**src/rtl/control_unit.sv**
```systemverilog
// Hardwired multi-cycle controller for the Mini SRC datapath: fetch plus per-opcode execute steps.
// Latency: one step per clock, 4..8 cycles per instruction including the 3-cycle fetch; no wait states.
// No backpressure: the datapath accepts every strobe in the cycle it is asserted.
//
// Ports:
//   clk, clr        rising-edge clock; asynchronous active-low reset (forces RST, all outputs 0)
//   opcode          IR[31:27] from the datapath, captured on the T2->T3 edge
//   CON_out         branch condition, only consulted in branch step T6
//   stop            halt request, only sampled on edges that would enter T0
//   run             high in T0..T7
//   remaining outputs are datapath register selects, loads, bus drivers and MDR input select
module control_unit (
  input  logic       clk,
  input  logic       clr,
  input  logic [4:0] opcode,
  input  logic       CON_out,
  input  logic       stop,
  output logic       run,
  output logic       Gra,
  output logic       Grb,
  output logic       Grc,
  output logic       R_enable,
  output logic       Rout,
  output logic       BAout,
  output logic [2:0] MDR_read,
  output logic       RAM_write,
  output logic       IncPC,
  output logic       CON_enable,
  output logic       MDR_enable,
  output logic       MAR_enable,
  output logic       HI_enable,
  output logic       LO_enable,
  output logic       Z_enable,
  output logic       Y_enable,
  output logic       PC_enable,
  output logic       IR_enable,
  output logic       InPort_enable,
  output logic       OutPort_enable,
  output logic       MDRout,
  output logic       PCout,
  output logic       Yout,
  output logic       ZLowout,
  output logic       ZHighout,
  output logic       LOout,
  output logic       HIout,
  output logic       Cout,
  output logic       InPortout
);

  localparam logic [3:0] S_RST  = 4'd0;
  localparam logic [3:0] S_T0   = 4'd1;
  localparam logic [3:0] S_T1   = 4'd2;
  localparam logic [3:0] S_T2   = 4'd3;
  localparam logic [3:0] S_T3   = 4'd4;
  localparam logic [3:0] S_T4   = 4'd5;
  localparam logic [3:0] S_T5   = 4'd6;
  localparam logic [3:0] S_T6   = 4'd7;
  localparam logic [3:0] S_T7   = 4'd8;
  localparam logic [3:0] S_HALT = 4'd9;

  logic [3:0] state;
  logic [3:0] state_nxt;
  logic [3:0] last_step;
  logic [4:0] op_q;

  // Opcode classes; anything not matched below behaves as nop.
  logic is_ld, is_ldi, is_st, is_alu3, is_imm, is_mul, is_un;
  logic is_br, is_jr, is_jal, is_in, is_out, is_mfhi, is_mflo, is_halt;

  assign is_ld   = (op_q == 5'd0);
  assign is_ldi  = (op_q == 5'd1);
  assign is_st   = (op_q == 5'd2);
  assign is_alu3 = (op_q >= 5'd3)  && (op_q <= 5'd10);
  assign is_imm  = (op_q >= 5'd11) && (op_q <= 5'd13);
  assign is_mul  = (op_q == 5'd14) || (op_q == 5'd15);
  assign is_un   = (op_q == 5'd16) || (op_q == 5'd17);
  assign is_br   = (op_q == 5'd18);
  assign is_jr   = (op_q == 5'd19);
  assign is_jal  = (op_q == 5'd20);
  assign is_in   = (op_q == 5'd21);
  assign is_out  = (op_q == 5'd22);
  assign is_mfhi = (op_q == 5'd23);
  assign is_mflo = (op_q == 5'd24);
  assign is_halt = (op_q == 5'd26);

  // Final execute step of the latched instruction.
  always_comb begin
    if (is_ld || is_st)                 last_step = S_T7;
    else if (is_mul || is_br)           last_step = S_T6;
    else if (is_alu3 || is_imm || is_ldi) last_step = S_T5;
    else if (is_un || is_jal || is_in)  last_step = S_T4;
    else                                last_step = S_T3;
  end

  always_comb begin
    state_nxt = S_RST;
    case (state)
      S_RST:  state_nxt = stop ? S_HALT : S_T0;
      S_T0:   state_nxt = S_T1;
      S_T1:   state_nxt = S_T2;
      S_T2:   state_nxt = S_T3;
      S_T3, S_T4, S_T5, S_T6, S_T7: begin
        if ((state == S_T3) && is_halt) state_nxt = S_HALT;
        else if (state == last_step)    state_nxt = stop ? S_HALT : S_T0;
        else                            state_nxt = state + 4'd1;
      end
      S_HALT: state_nxt = S_HALT;
      default: state_nxt = S_RST;
    endcase
  end

  always_ff @(posedge clk or negedge clr) begin
    if (!clr) begin
      state <= S_RST;
      op_q  <= 5'd0;
    end else begin
      state <= state_nxt;
      if (state == S_T2) op_q <= opcode;
    end
  end

  // Moore decode of state and latched opcode; only branch T6 also looks at CON_out.
  // RST and HALT fall through to the all-zero defaults.
  always_comb begin
    run = 1'b0; Gra = 1'b0; Grb = 1'b0; Grc = 1'b0; R_enable = 1'b0; Rout = 1'b0; BAout = 1'b0;
    MDR_read = 3'b000; RAM_write = 1'b0; IncPC = 1'b0; CON_enable = 1'b0;
    MDR_enable = 1'b0; MAR_enable = 1'b0; HI_enable = 1'b0; LO_enable = 1'b0; Z_enable = 1'b0;
    Y_enable = 1'b0; PC_enable = 1'b0; IR_enable = 1'b0; InPort_enable = 1'b0; OutPort_enable = 1'b0;
    MDRout = 1'b0; PCout = 1'b0; Yout = 1'b0; ZLowout = 1'b0; ZHighout = 1'b0;
    LOout = 1'b0; HIout = 1'b0; Cout = 1'b0; InPortout = 1'b0;
    case (state)
      S_T0: begin
        run = 1'b1; PCout = 1'b1; MAR_enable = 1'b1; IncPC = 1'b1; Z_enable = 1'b1;
      end
      S_T1: begin
        run = 1'b1; ZLowout = 1'b1; PC_enable = 1'b1; MDR_read = 3'b010; MDR_enable = 1'b1;
      end
      S_T2: begin
        run = 1'b1; MDRout = 1'b1; IR_enable = 1'b1;
      end
      S_T3: begin
        run = 1'b1;
        if (is_alu3 || is_imm) begin
          Grb = 1'b1; Rout = 1'b1; Y_enable = 1'b1;
        end else if (is_un) begin
          Grb = 1'b1; Rout = 1'b1; Z_enable = 1'b1;
        end else if (is_mul) begin
          Gra = 1'b1; Rout = 1'b1; Y_enable = 1'b1;
        end else if (is_ld || is_ldi || is_st) begin
          Grb = 1'b1; Rout = 1'b1; BAout = 1'b1; Y_enable = 1'b1;
        end else if (is_br) begin
          Gra = 1'b1; Rout = 1'b1; CON_enable = 1'b1;
        end else if (is_jr) begin
          Gra = 1'b1; Rout = 1'b1; PC_enable = 1'b1;
        end else if (is_jal) begin
          PCout = 1'b1; Grb = 1'b1; R_enable = 1'b1;   // link register sits in the rb field
        end else if (is_in) begin
          InPort_enable = 1'b1;
        end else if (is_out) begin
          Gra = 1'b1; Rout = 1'b1; OutPort_enable = 1'b1;
        end else if (is_mfhi) begin
          HIout = 1'b1; Gra = 1'b1; R_enable = 1'b1;
        end else if (is_mflo) begin
          LOout = 1'b1; Gra = 1'b1; R_enable = 1'b1;
        end
      end
      S_T4: begin
        run = 1'b1;
        if (is_alu3) begin
          Grc = 1'b1; Rout = 1'b1; Z_enable = 1'b1;
        end else if (is_imm || is_ld || is_ldi || is_st) begin
          Cout = 1'b1; Z_enable = 1'b1;
        end else if (is_un) begin
          ZLowout = 1'b1; Gra = 1'b1; R_enable = 1'b1;
        end else if (is_mul) begin
          Grb = 1'b1; Rout = 1'b1; Z_enable = 1'b1;
        end else if (is_br) begin
          PCout = 1'b1; Y_enable = 1'b1;
        end else if (is_jal) begin
          Gra = 1'b1; Rout = 1'b1; PC_enable = 1'b1;
        end else if (is_in) begin
          InPortout = 1'b1; Gra = 1'b1; R_enable = 1'b1;
        end
      end
      S_T5: begin
        run = 1'b1;
        if (is_alu3 || is_imm || is_ldi) begin
          ZLowout = 1'b1; Gra = 1'b1; R_enable = 1'b1;
        end else if (is_mul) begin
          ZLowout = 1'b1; LO_enable = 1'b1;
        end else if (is_ld || is_st) begin
          ZLowout = 1'b1; MAR_enable = 1'b1;
        end else if (is_br) begin
          Cout = 1'b1; Z_enable = 1'b1;
        end
      end
      S_T6: begin
        run = 1'b1;
        if (is_mul) begin
          ZHighout = 1'b1; HI_enable = 1'b1;
        end else if (is_ld) begin
          MDR_read = 3'b010; MDR_enable = 1'b1;
        end else if (is_st) begin
          Gra = 1'b1; Rout = 1'b1; MDR_read = 3'b001; MDR_enable = 1'b1;
        end else if (is_br && CON_out) begin
          ZLowout = 1'b1; PC_enable = 1'b1;
        end
      end
      S_T7: begin
        run = 1'b1;
        if (is_ld) begin
          MDRout = 1'b1; Gra = 1'b1; R_enable = 1'b1;
        end else if (is_st) begin
          RAM_write = 1'b1;
        end
      end
      default: ;
    endcase
  end

endmodule

```
**config.mk**
```make
export PLATFORM = sky130hd
export DESIGN_NAME = control_unit
export DESIGN_NICKNAME = d
export VERILOG_FILES = /design/src/rtl/control_unit.sv
export SDC_FILE = /design/constraint.sdc
export NUM_CORES = 1
export LEC_CHECK = 0
export ABC_AREA = 1
export BUFFER_PORTS_ARGS = -buffer_cell sky130_fd_sc_hd__buf_2
export CORE_ASPECT_RATIO = 0.75
export CORE_UTILIZATION = 50
export DETAILED_ROUTE_END_ITERATION = 10
export PLACE_DENSITY_LB_ADDON = 0.05
export SKIP_LAST_GASP = 1
export SLEW_MARGIN = 20
export SYNTH_ARGS = -nofsm -noshare
export SYNTH_HDL_FRONTEND = slang
export SYNTH_SLANG_ARGS = --single-unit
```
**constraint.sdc**
```tcl
create_clock -name clk -period 1.9 [get_ports clk]
set_input_delay 0.095 -clock clk [delete_from_list [all_inputs] [get_ports clk]]
set_output_delay 0.095 -clock clk [all_outputs]
set_load 0.02 [all_outputs]
```
==> metrics.csv <==
stage,metric,value,unit
clocking,CTS tree,yes,
sta,number of max-slew violations in the final report,0,
yosys,multiplexer share of the synthesized area,0,%
layout,Final Cell Area,1810,sq um
yosys,fraction of the mapped netlist area in compound gates,14.2,%
layout,area overhead of the layout relative to synthesis,54.3,%
layout,storage element area,231,sq um
yosys,mapped cell area,1170,sq um
route,number of remaining DRC errors,4,
worst_setup_path,arrival time worst endpoint,1.90,ns
worst_setup_path,instance count on the critical path,10,
clocking,clk root buf,clkbuf_4,
yosys,sequential fraction of the synthesis area,19.3,%
sta,Clock Skew,0.00208,ns
die,total core area,2100,sq um
yosys,portion of synthesized cell area occupied by the leading cell type,19.3,%
global_route,gr usage total,32.7,%
route,Pre-antenna DRT Iters,9,
yosys,async set-reset flop share out of synthesis,100,%
placement,number of I/O port buffers,38,
placement,detailed placement HPWL,2850,um
die,starting density of the core,55.7,%
pwr,Peak supply drop,0.00118,V
sta,Post-Route Hold Slack,0.0108,ns
worst_setup_path,Slowest cell on crit path,dfrtp_2,
layout,Final Util,85.9,%
die,vertical die dimension,43.9,um
route,DRC violation total after the first TritonRoute iteration,267,
sta,final setup violating endpoints,10,
clocking,CTS HTree Levels,1,
yosys,cell taking the most area after synthesis,dfrtp_1,
global_route,pin count of the biggest net entering global routing,13,
worst_setup_path,type of element capturing the critical path,output port,
yosys,Cells after Synth,197,
global_route,total gr overflow,0,
route,Via-to-Cell Ratio,6.15,
pwr,Pwr Total,3.12,mW
die,Top-Level Pins,41,
yosys,number of distinct standard cells referenced by the synthesized netlist,30,
worst_setup_path,register-to-register setup slack,0.04,ns
global_route,number of antenna violations at the first check in global routing,0,
placement,pre-CTS WS,0.0226,ns
die,Die Area,2540,sq um
clocking,CTS Buf Count,3,
sta,setup repair after global routing missed its margin,true,
yosys,fraction of the mapped netlist area in adder cells,4.28,%
layout,NumNets Final,277,
placement,placed cell count,256,
route,number of nets with antenna violations after detailed routing,0,
worst_setup_path,Critical Path Start Type,flip-flop,
yosys,Post-Synth XOR/XNOR Area,1.50,%
layout,Non-Filler Instances,287,
sta,maximum operating frequency,0.502,GHz
yosys,per-instance average area after synthesis,5.94,sq um
worst_setup_path,kind of cell adding the most delay to the critical path,simple AND/OR/NAND/NOR gates,
yosys,main combinational cell family by area after synthesis,simple AND/OR/NAND/NOR gates,
yosys,"area fraction in and, or, nand and nor cells after synthesis",44.4,%
yosys,most used standard cell by instance count after synthesis,nor2_1,
die,number of standard-cell rows in the floorplan,14,
yosys,count of flip-flops with a built-in enable after synthesis,0,
sta,final-report hold violation count,0,
worst_setup_path,critical path startpoint,op_q[1],
layout,area of combinational cells with multiple inputs,925,sq um
run_status,status,"complete, but fails checks",
hold_path,hold crit path type,input port to flip-flop,
worst_setup_path,origin of the critical flop-to-flop path,op_q[1],
yosys,prevailing post-synth register cell,dfrtp_1,
worst_setup_path,count of cells along the worst register-to-register path,12,
sta,final setup TNS,-0.396,ns
worst_setup_path,Crit path largest cell delay,0.47,ns
worst_setup_path,number of buffer and inverter instances along the worst setup path,3,
die,Die W,57.9,um
clocking,buffer levels on the longest clock path,2,
route,number of vias after detailed routing,1765,
worst_setup_path,endpoint of the most critical register-to-register path,state[3],
layout,count of fill cells added during filler insertion,123,
layout,fraction of final layout cells sized beyond drive strength 1,51.7,%
yosys,yosys warns,0,
layout,diode count,0,
hold_path,count of cells along the worst hold path,3,
sta,crit share post-route,105,%
sta,shortest period the worst path allows,1.99,ns
global_route,global-route wire length before repair,6290,um
route,total routed wirelength,4910,um
run_status,violations in the final reports,"design-rule violations, negative setup slack",
pwr,power density over cell area,1730,nW/um^2
worst_setup_path,Crit Path Class,flip-flop to output port,
sta,final worst-path setup slack,-0.0932,ns
pwr,leakage component of the power,0.896,nW
worst_setup_path,most frequent cell on the critical path,nand2_4,
clocking,count of clock tree sinks,9,
worst_setup_path,data required time at the worst endpoint,1.80,ns
worst_setup_path,end point of the critical path,Gra,
clocking,clock slew at the register clock pins of the worst setup and hold paths,0.07,ns
worst_setup_path,series of cell instances along the critical path,nand2_4 > nand2_4 > nand4_1 > nand2_1 > inv_2 > nand3_2 > inv_1 > a21oi_2 > nand3_1 > buf_6,
clocking,clock latency on the worst-skew pair,0.29,ns
yosys,"FF+latch count, synth",9,
global_route,via count of the first global-routing pass,1365,
route,routed length per placed instance,17.1,um
worst_setup_path,CP Max Fanout,6,
yosys,most common library cells after synthesis,"38 x nor2_1, 35 x inv_1, 26 x nand2_1",
placement,total cell area at the placement stage,1360,sq um
run,number of violations of the max-capacitance limit,0,
yosys,"top cells by area, synth","dfrtp_1 19%, nor2_1 12%, inv_1 11%, nand2_1 8.3%, nand3_1 6.8%",
placement,global placement routability congestion,0.922,
power breakdown:
part	switching [mW]	leakage, nW	internal (mW)	total [mW]
clock network	0.0914	0.0177	0.0785	0.170
registers	0.157	0.107	0.292	0.449
logic	1.58	0.771	0.926	2.50
worst min-delay path by stage:
stage,start,end,slack [ns]
finish,opcode[3],op_q[3],0.01
global placement,clr,op_q[1],-0.05
floorplan,clr,op_q[0],-0.20
global route,opcode[3],op_q[3],0.02
CTS,opcode[3],op_q[3],0.02
detailed placement,clr,op_q[1],-0.04
state kept, by name, summed over array words and instances (netlist names):
| name | cells |
|---|---|
| op_q | 5 |
| state | 4 |
layer usage:
metal / vias up / GRT usage (%) / wire (um)
met2: 187 / 49.4 / 2130
met3: 43 / 8.06 / 682
met1: 768 / 44.6 / 1780
li1: 767 / - / -
met5: - / 0 / 0
met4: 0 / 13.8 / 316
worst reg2reg max path: stages (launching register included):
cell	delay [ns]
dfrtp_2	0.47
nand2_4	0.10
nand2_4	0.07
nand2_1	0.10
nand3_4	0.14
buf_4	0.12
nand4_1	0.11
a21oi_2	0.23
nand3_2	0.14
nand2_1	0.08
nand3_1	0.06
nand2_1	0.06
nand2_1	0.06
cells in the final DEF (no fill, tap or decap), types with 4 or more instances in the layout:
cell type,Yosys,final
buf_4,4,32
buf_2,0,31
nor2_1,38,23
nand2_1,26,22
inv_1,35,20
inv_2,3,14
o21ai_0,16,14
nand3_1,16,13
nor2_2,4,11
nor2_4,2,10
nand4_1,9,9
nand3_2,3,5
dfrtp_2,0,5
inv_4,0,4
nand2_4,0,4
dfrtp_1,9,4
final cells by class:
cell class,instances,area share [%]
Inverter,38,8.45
Clock inverter,1,0.277
Multi-Input combinational cell,145,51.2
Tap cell,24,1.66
Clock buffer,3,1.25
Sequential cell,9,12.8
Timing Repair Buffer,67,24.3
cell families (layout without fill, tap and decap cells):
group	after synthesis	in the layout
fa+ha+maj	4	4
compound gates	29	29
flops	9	9
xor+xnor	2	2
simple gates	108	108
other cells	1	2
buf+inv	44	109
timing repair:
item | CTS | global route
hold endpoints to repair | 9 | 0
hold buffers | 1 | 0
buffers inserted | 7 | 19
pin swaps | 5 | 16
setup endpoints to repair | 19 | 21
resized for setup | 21 | 58
No activity file was read; power rests on OpenSTA's default activity.
